--- config.mk ---
export PLATFORM = sky130hd
export DESIGN_NAME = key_press_classifier_flat
export DESIGN_NICKNAME = d
export VERILOG_FILES = /design/src/rtl/key_evt_pkg.sv /design/src/rtl/key_press_classifier_if.sv /design/src/rtl/key_dur_timer.sv /design/src/rtl/key_press_classifier.sv /design/src/flat_wrapper.sv
export SDC_FILE = /design/constraint.sdc
export NUM_CORES = 1
export LEC_CHECK = 0
export ABC_CLOCK_PERIOD_IN_PS = 2770
export BUFFER_PORTS_ARGS = -buffer_cell sky130_fd_sc_hd__buf_2
export CORE_AREA = 4 4 73 55
export CTS_CLUSTER_SIZE = 40
export DETAILED_ROUTE_END_ITERATION = 8
export DIE_AREA = 0 0 77 59
export PLACE_DENSITY = 0.86
export SETUP_SLACK_MARGIN = 0.3
export SYNTH_ARGS = -nofsm -noshare
export SYNTH_HDL_FRONTEND = slang
export SYNTH_SLANG_ARGS = --single-unit
--- constraint.sdc ---
create_clock -name clk -period 2.77 [get_ports clk]
set_input_delay 0.554 -clock clk [delete_from_list [all_inputs] [get_ports clk]]
set_output_delay 0.554 -clock clk [all_outputs]
set_load 0.03 [all_outputs]
--- src/rtl/key_evt_pkg.sv ---
// Shared definitions for the key press classifier: FSM encoding and timing constants.
// Latency: n/a (package only).
// Backpressure: n/a (package only).
package key_evt_pkg;

    // Binary 3-bit state encoding; codes 5..7 are unreachable and recover to IDLE.
    typedef enum logic [2:0] {
        IDLE   = 3'd0,
        PRESS1 = 3'd1,
        WAIT2  = 3'd2,
        PRESS2 = 3'd3,
        HOLD   = 3'd4
    } state_t;

    // Real-time constants for a 12 MHz clock.
    localparam int unsigned CNT_W_12M      = 24;
    localparam int unsigned LONG_CYC_12M   = 12_000_000;   // 1 s
    localparam int unsigned DBL_CYC_12M    = 3_600_000;    // 300 ms
    localparam int unsigned REPEAT_CYC_12M = 2_400_000;    // 200 ms

    // Shortened constants so a simulation walks every path in a few hundred cycles.
    localparam int unsigned LONG_SIM   = 20;
    localparam int unsigned DBL_SIM    = 10;
    localparam int unsigned REPEAT_SIM = 5;

    // A duration count is usable when the counter can reach count-1 without wrapping.
    function automatic bit cyc_ok(input int unsigned cyc, input int unsigned w);
        return (cyc >= 2) && (longint'(cyc) < (longint'(1) << w));
    endfunction

endpackage

--- src/rtl/key_press_classifier_if.sv ---
// Event bundle between debouncer, classifier and LED/display control.
// Latency: n/a (wires only).
// Backpressure: none; all signals are single-cycle strobes or levels.
// Ports: key_pulse/key_lvl come from the debouncer; the four strobes and busy go downstream.
interface key_press_classifier_if;
    logic key_pulse;     // one-cycle press event
    logic key_lvl;       // debounced level, 0 = pressed
    logic single_click;
    logic double_click;
    logic long_press;
    logic repeat_tick;
    logic busy;

    modport master (
        output key_pulse, key_lvl,
        input  single_click, double_click, long_press, repeat_tick, busy
    );

    modport slave (
        input  key_pulse, key_lvl,
        output single_click, double_click, long_press, repeat_tick, busy
    );
endinterface

--- src/rtl/key_dur_timer.sv ---
// Duration counter with clear/enable and terminal-count compare against a supplied threshold.
// Latency: tc is combinational from the count register; clear takes effect on the next edge.
// Backpressure: none; saturates at all-ones instead of wrapping.
// Ports: clk, rst (async active-low), clr, en, thresh in; tc out.
module key_dur_timer #(
    parameter int unsigned CNT_W = 24
) (
    input  logic             clk,
    input  logic             rst,
    input  logic             clr,
    input  logic             en,
    input  logic [CNT_W-1:0] thresh,
    output logic             tc
);
    logic [CNT_W-1:0] cnt;

    always_ff @(posedge clk or negedge rst) begin
        if (!rst) begin
            cnt <= '0;
        end else if (clr) begin
            cnt <= '0;
        end else if (en && (cnt != '1)) begin
            cnt <= cnt + CNT_W'(1);
        end
    end

    assign tc = (cnt == thresh);
endmodule

--- src/rtl/key_press_classifier.sv ---
// Classifies debounced key gestures into single/double click and long press, with auto-repeat.
// Latency: strobes registered on the FSM transition edge; long_press LONG_CYC after press entry.
// Backpressure: none; strobes are one-cycle and cannot be stalled.
// Ports: clk, rst (async active-low), kif.slave (key_pulse/key_lvl in; strobes and busy out).
module key_press_classifier
    import key_evt_pkg::*;
#(
    parameter int unsigned CNT_W      = CNT_W_12M,
    parameter int unsigned LONG_CYC   = LONG_CYC_12M,
    parameter int unsigned DBL_CYC    = DBL_CYC_12M,
    parameter int unsigned REPEAT_CYC = REPEAT_CYC_12M
) (
    input  logic                   clk,
    input  logic                   rst,
    key_press_classifier_if.slave  kif
);
    if (!cyc_ok(LONG_CYC, CNT_W))   begin : g_bad_long   $error("LONG_CYC out of range");   end
    if (!cyc_ok(DBL_CYC, CNT_W))    begin : g_bad_dbl    $error("DBL_CYC out of range");    end
    if (!cyc_ok(REPEAT_CYC, CNT_W)) begin : g_bad_repeat $error("REPEAT_CYC out of range"); end

    state_t           state, state_nxt;
    logic             cnt_clr, tc;
    logic [CNT_W-1:0] thresh;
    logic             sc_nxt, dc_nxt, lp_nxt, rt_nxt;

    always_ff @(posedge clk or negedge rst) begin
        if (!rst) begin
            state            <= IDLE;
            kif.single_click <= 1'b0;
            kif.double_click <= 1'b0;
            kif.long_press   <= 1'b0;
            kif.repeat_tick  <= 1'b0;
        end else begin
            state            <= state_nxt;
            kif.single_click <= sc_nxt;
            kif.double_click <= dc_nxt;
            kif.long_press   <= lp_nxt;
            kif.repeat_tick  <= rt_nxt;
        end
    end

    // Threshold the timer compares against depends only on the current state.
    always_comb begin
        thresh = '0;
        case (state)
            PRESS1:  thresh = CNT_W'(LONG_CYC - 1);
            WAIT2:   thresh = CNT_W'(DBL_CYC - 1);
            HOLD:    thresh = CNT_W'(REPEAT_CYC - 1);
            default: thresh = '0;
        endcase
    end

    always_comb begin
        state_nxt = state;
        sc_nxt    = 1'b0;
        dc_nxt    = 1'b0;
        lp_nxt    = 1'b0;
        rt_nxt    = 1'b0;
        cnt_clr   = 1'b0;
        case (state)
            IDLE: begin
                cnt_clr = 1'b1;
                if (kif.key_pulse) state_nxt = PRESS1;
            end
            PRESS1: begin
                // Release is checked first so it wins over the long-press threshold.
                if (kif.key_lvl) begin
                    state_nxt = WAIT2;
                end else if (tc) begin
                    state_nxt = HOLD;
                    lp_nxt    = 1'b1;
                end
            end
            WAIT2: begin
                // A second press on the timeout cycle still counts as a double click.
                if (kif.key_pulse) begin
                    state_nxt = PRESS2;
                end else if (tc) begin
                    state_nxt = IDLE;
                    sc_nxt    = 1'b1;
                end
            end
            PRESS2: begin
                if (kif.key_lvl) begin
                    state_nxt = IDLE;
                    dc_nxt    = 1'b1;
                end
            end
            HOLD: begin
                if (kif.key_lvl) begin
                    state_nxt = IDLE;
                end else if (tc) begin
                    rt_nxt  = 1'b1;
                    cnt_clr = 1'b1;   // restart the repeat period without leaving HOLD
                end
            end
            default: state_nxt = IDLE;
        endcase
        if (state_nxt != state) cnt_clr = 1'b1;
    end

    key_dur_timer #(.CNT_W(CNT_W)) u_timer (
        .clk    (clk),
        .rst    (rst),
        .clr    (cnt_clr),
        .en     (state != IDLE),
        .thresh (thresh),
        .tc     (tc)
    );

    assign kif.busy = (state != IDLE);
endmodule

--- src/flat_wrapper.sv ---
// flat-port wrapper written by rule: the top's interface ports become plain ports
module key_press_classifier_flat import key_evt_pkg::*;
#(
    parameter int unsigned CNT_W      = CNT_W_12M,
    parameter int unsigned LONG_CYC   = LONG_CYC_12M,
    parameter int unsigned DBL_CYC    = DBL_CYC_12M,
    parameter int unsigned REPEAT_CYC = REPEAT_CYC_12M
)
  (clk, rst, kif_key_pulse, kif_key_lvl, kif_single_click, kif_double_click, kif_long_press, kif_repeat_tick, kif_busy);
  key_press_classifier_if kif_i ();
  input  logic clk;
  input  logic rst;
  input wire logic [$bits(kif_i.key_pulse)-1:0] kif_key_pulse;
  input wire logic [$bits(kif_i.key_lvl)-1:0] kif_key_lvl;
  output wire logic [$bits(kif_i.single_click)-1:0] kif_single_click;
  output wire logic [$bits(kif_i.double_click)-1:0] kif_double_click;
  output wire logic [$bits(kif_i.long_press)-1:0] kif_long_press;
  output wire logic [$bits(kif_i.repeat_tick)-1:0] kif_repeat_tick;
  output wire logic [$bits(kif_i.busy)-1:0] kif_busy;
  assign kif_i.key_pulse = kif_key_pulse;
  assign kif_i.key_lvl = kif_key_lvl;
  assign kif_single_click = kif_i.single_click;
  assign kif_double_click = kif_i.double_click;
  assign kif_long_press = kif_i.long_press;
  assign kif_repeat_tick = kif_i.repeat_tick;
  assign kif_busy = kif_i.busy;
  key_press_classifier #(.CNT_W(CNT_W), .LONG_CYC(LONG_CYC), .DBL_CYC(DBL_CYC), .REPEAT_CYC(REPEAT_CYC)) u_core (.clk(clk), .rst(rst), .kif(kif_i));
endmodule
# == After elaboration in Yosys (flattened, before gate mapping) ==
# Index checks and enable logic that the tools add are counted.
# totals
reg_bits,31
elab_cells,39
# classes
add_sub_neg,1
eq_ne,7
muxes,20
reduce_logical,5
# ops
op,n
$pmux 24 s3,1
$mux 24,2
$add 24x1->24 const B,1
$eq 24x24->1,1
$ne 24x24->1 const B,1
$mux 3,6
$pmux 3 s4,1
$mux 1,9
$eq 3x2->1 const B,2
$eq 3x1->1 const B,1
$eq 3x3->1 const B,1
$logic_not 3->1,1
$ne 3x3->1,1
$reduce_bool 3->1,1
$pmux 1 s2,1
$reduce_bool 2->1,1
$reduce_or 2->1,1
$logic_and 1x1->1,1

# == Depth between registers and ports, before layout ==
# logic_depth
depth_word,9
mapped_depth,9

# == Cells and area by module ==
# From an unflattened synthesis, not the netlist that was laid out.
# unflattened
cells_unflattened,220
hier_area_um2,2072.0
# modules_own_cells
module,instances,cells_each,area_each_um2,seq_area_each_um2
key_dur_timer,1,174,1674.1,600.6
key_press_classifier,1,46,397.9,175.2

# == Worst setup path before layout ==
# Ideal clock, no wire load.
# synth_timing
path_kind,flip-flop to flip-flop
start,reg u_core.state[1]
end,reg u_core.u_timer.cnt[11]
arrival_time_ps,1893
required_ps,2651
setup_slack_ps,759
stages_incl_launch_ff,9
synth_period_minus_slack_ps,2011
path_cell_list,dfrtp_1 buf_4 nor3b_1 mux2i_1 nand4_1 nor4_4 a41o_2 buf_6 nor2_1
# synth_between
elab_chain_cells,9
# synth_rtl
item,line_no,rtl
start: declaration,key_press_classifier.sv:21,"state_t state, state_nxt;"
start signal: assignment,key_press_classifier.sv:34,state <= state_nxt;
$eq 3x3->1 (tied with other cells),"key_press_classifier.sv:45, key_press_classifier.sv:60",
$pmux 24 s3,key_press_classifier.sv:45,case (state)
$eq 24x24->1,key_dur_timer.sv:27,assign tc = (cnt == thresh);
"$mux 3, on equally long branches","key_press_classifier.sv:78, key_press_classifier.sv:69",
"$mux 3, on equally long branches","key_press_classifier.sv:76, key_press_classifier.sv:67",
$pmux 3 s4,key_press_classifier.sv:60,case (state)
$ne 3x3->1,key_press_classifier.sv:99,if (state_nxt != state) cnt_clr = 1'b1;
$mux 1,key_press_classifier.sv:99,
$mux 24 or $reduce_bool 2->1 (tied branches),n/a,
end signal: assignment,key_dur_timer.sv:23,cnt <= cnt + CNT_W'(1);
end: declaration,key_dur_timer.sv:15,logic [CNT_W-1:0] cnt;
# Several ways; a longest one is shown, not always the timed one.
# A chain may end at the register's enable or synchronous reset.

# == Worst setup path in the final report ==
# layout_timing
start,reg u_core.state[0]
end,reg u_core.u_timer.cnt[7]
# Same word-level chain as after synthesis.

==> impl_metrics.env <==
export IMPL_status="finished, final reports clean"
export IMPL_io_pins=9
export IMPL_synthCells=218
export IMPL_fin_tns_setup_ns=0
export IMPL_finalSetupViolations=0
export IMPL_post_cts_buffers=0
export IMPL_clock_sinks=31
export IMPL_crit_fanout=23
export IMPL_synth_ff_type="dfrtp_1"
export IMPL_worstRegToRegCells=6
export IMPL_drt_initial_drc_count=156
export IMPL_first_pass_iters=4
export IMPL_synth_fp_nets=223
export IMPL_dp_hpwl_mm=2.89
export IMPL_numCtsBuffers=5
export IMPL_ys_ff_latch=31
export IMPL_finalMaxSlewViolations=0
export IMPL_cts_resized=0
export IMPL_synthTopCellsByArea="dfrtp_1 40%, nor2_1 7.1%, xor2_1 5.8%, xnor2_1 5.4%, nand4_1 4.5%"
export IMPL_wire_per_inst_um=15.5
export IMPL_synth_top_area_cell="dfrtp_1"
export IMPL_cts_buffer_depth=2
export IMPL_grt_pass1_wl_mm=7.09
export IMPL_ys_warn_count=0
export IMPL_synth_edf_count=0
export IMPL_period_needed_ns=2.25
export IMPL_ys_types=45
export IMPL_fp_dieH_um=59
export IMPL_worstSetupPathType="flip-flop to flip-flop"
export IMPL_post_route_period_util_pct=81.3
export IMPL_worstPathArrival_ns=2.42
export IMPL_antenna_found_initial=0
export IMPL_tritoncts="yes"
export IMPL_grtUsageTotal_pct=20.3
export IMPL_setup_ws_ns=0.517
export IMPL_ys_seq_area_share_pct=39.8
export IMPL_totalWireLength_mm=4.05
export IMPL_portBuffers=8
export IMPL_maxSlewHeadroom_pct=55.6
export IMPL_avgViaCountPerCell=6.10
export IMPL_post_place_ws_ns=0.430
export IMPL_maxCapViolCount=0
export IMPL_synth_common_cells="37 x nor2_1, 31 x dfrtp_1, 16 x nand2_1"
export IMPL_synthToLayoutAreaGrowth_pct=5.27
export IMPL_final_nets=226
export IMPL_die_area_sq_mm=0.00454
export IMPL_grt_pass1_vias=1438
export IMPL_path_clk_slew_ns=0.06
export IMPL_avgSynthCellArea_sq_um=8.93
export IMPL_num_rows=18
export IMPL_endpoint_kind="flip-flop"
export IMPL_drive_gt1_share_pct=11.3
export IMPL_start_util_pct=58.0
export IMPL_power_density_mw_per_mm2=729
export IMPL_ant_nets=0
export IMPL_num_antenna_cells=0
export IMPL_hold_path_class="input port to async pin"
export IMPL_rrSetupSlack_ns=0.52
export IMPL_leakage_uw=0.000808
export IMPL_cp_required_ns=2.94
export IMPL_async_flop_share_pct=100
export IMPL_hold_viol=0
export IMPL_htree_levels=2
export IMPL_fin_skew_ns=0.00501
export IMPL_clock_latency_ns=0.29
export IMPL_die_w_um=77
export IMPL_gp_congestion=0.954
export IMPL_nFillCells=274
export IMPL_tightest_slew_ns=0.666
export IMPL_core_sq_mm=0.00336
export IMPL_synth_area_sq_mm=0.00195
export IMPL_ctsHoldBuffers=0
export IMPL_ir_drop_mv=0.388
export IMPL_grt_max_degree=32
export IMPL_rsz0062_at_grt="false"
export IMPL_root_buffer="clkbuf_8"
export IMPL_routed_via_count=1599
export IMPL_critPathLaunchType="flip-flop"
export IMPL_synth_top_area_share_pct=39.8
export IMPL_grt_ovfl_total=0
export IMPL_yosys_cell_count_top_type="nor2_1"
export IMPL_drc=0
export IMPL_fmax_ghz=0.444
==> layer usage <==
layer	vias to the layer above	GRT usage, %	wire [um]
li1	771	-	-
met1	776	29.8	1950
met2	48	28.7	1790
met3	4	4.86	268
met4	0	8.63	49
met5	-	0	0
==> cells by family after synthesis <==
logic type / count (synthesis) / synth area share, %
AND/OR/NAND/NOR: 114 / 31.4
buffers and inverters: 21 / 6.17
AO/OA/AOI/OAI: 23 / 9.06
XOR/XNOR: 25 / 11.2
multiplexers: 3 / 1.61
adder cells (fa/ha/maj): 1 / 0.643
flip-flops: 31 / 39.8
==> stage by stage <==
stage	instances	power (uW)	hold slack [ns]	util [%]	cell area, sq um
final	262	1490	0.291	61.1	2050
after global routing	262	1600	0.356	61.1	2050
after CTS	262	1480	0.322	60.8	2040
after detailed placement	254	1140	0.578	58.4	1960
after global placement	254	1120	0.559	58.4	1960
after floorplan	218	1060	0.258	-	1950
==> registers in the layout (all words and copies together), names as in the netlist <==
name,flops
u_core.kif.double_click,1
u_core.kif.long_press,1
u_core.kif.repeat_tick,1
u_core.kif.single_click,1
u_core.state,3
u_core.u_timer.cnt,24
==> area by class of cell <==
cell class,count,area (sq um),area share (%)
Tap cell,40,50.0,2.44
Multi-Input combinational cell,166,1060,51.8
Clock buffer,7,76.3,3.72
Sequential cell,31,776,37.9
Timing Repair Buffer,10,55.1,2.69
Inverter,7,26.3,1.28
Clock inverter,1,5.00,0.244
==> path summary, 6_finish.rpt <==
path,end,startpoint
worst min-delay path,u_core.kif.double_click,rst
worst max register to register,u_core.u_timer.cnt[7],u_core.state[0]
min in group clk,u_core.kif.long_press,kif_key_lvl
worst min register to register,u_core.u_timer.cnt[5],u_core.u_timer.cnt[5]
max in group asynchronous,u_core.u_timer.cnt[22],rst
worst max-delay path,u_core.u_timer.cnt[7],u_core.state[0]
==> worst max-delay path, cell delays in order, from the launching register on <==
cell and delay [ns]:
dfrtp_1 0.52, buf_4 0.22, xnor2_1 0.25, a22oi_1 0.11, o31ai_1 0.46, a41o_4 0.47
nor2_1 0.09
==> where the power goes <==
part | switching, uW | total [uW] | leakage, uW | internal [uW]
clock network | 167 | 343 | 0.0000422 | 176
registers | 54.3 | 538 | 0.000428 | 484
logic | 383 | 613 | 0.000338 | 230
==> layout by cell type (no fill, tap or decap), types with 4 or more instances in the layout <==
master and n:
nor2_1 37, dfrtp_1 31, nand2_1 16, nand4_1 14
xor2_1 13, xnor2_1 12, nor3_1 9, nand3_1 9
buf_2 8, inv_1 7, nor4_1 5, clkbuf_8 5
nand2b_1 4, a21oi_1 4
Note: power is estimated with default switching activity, not from simulation.
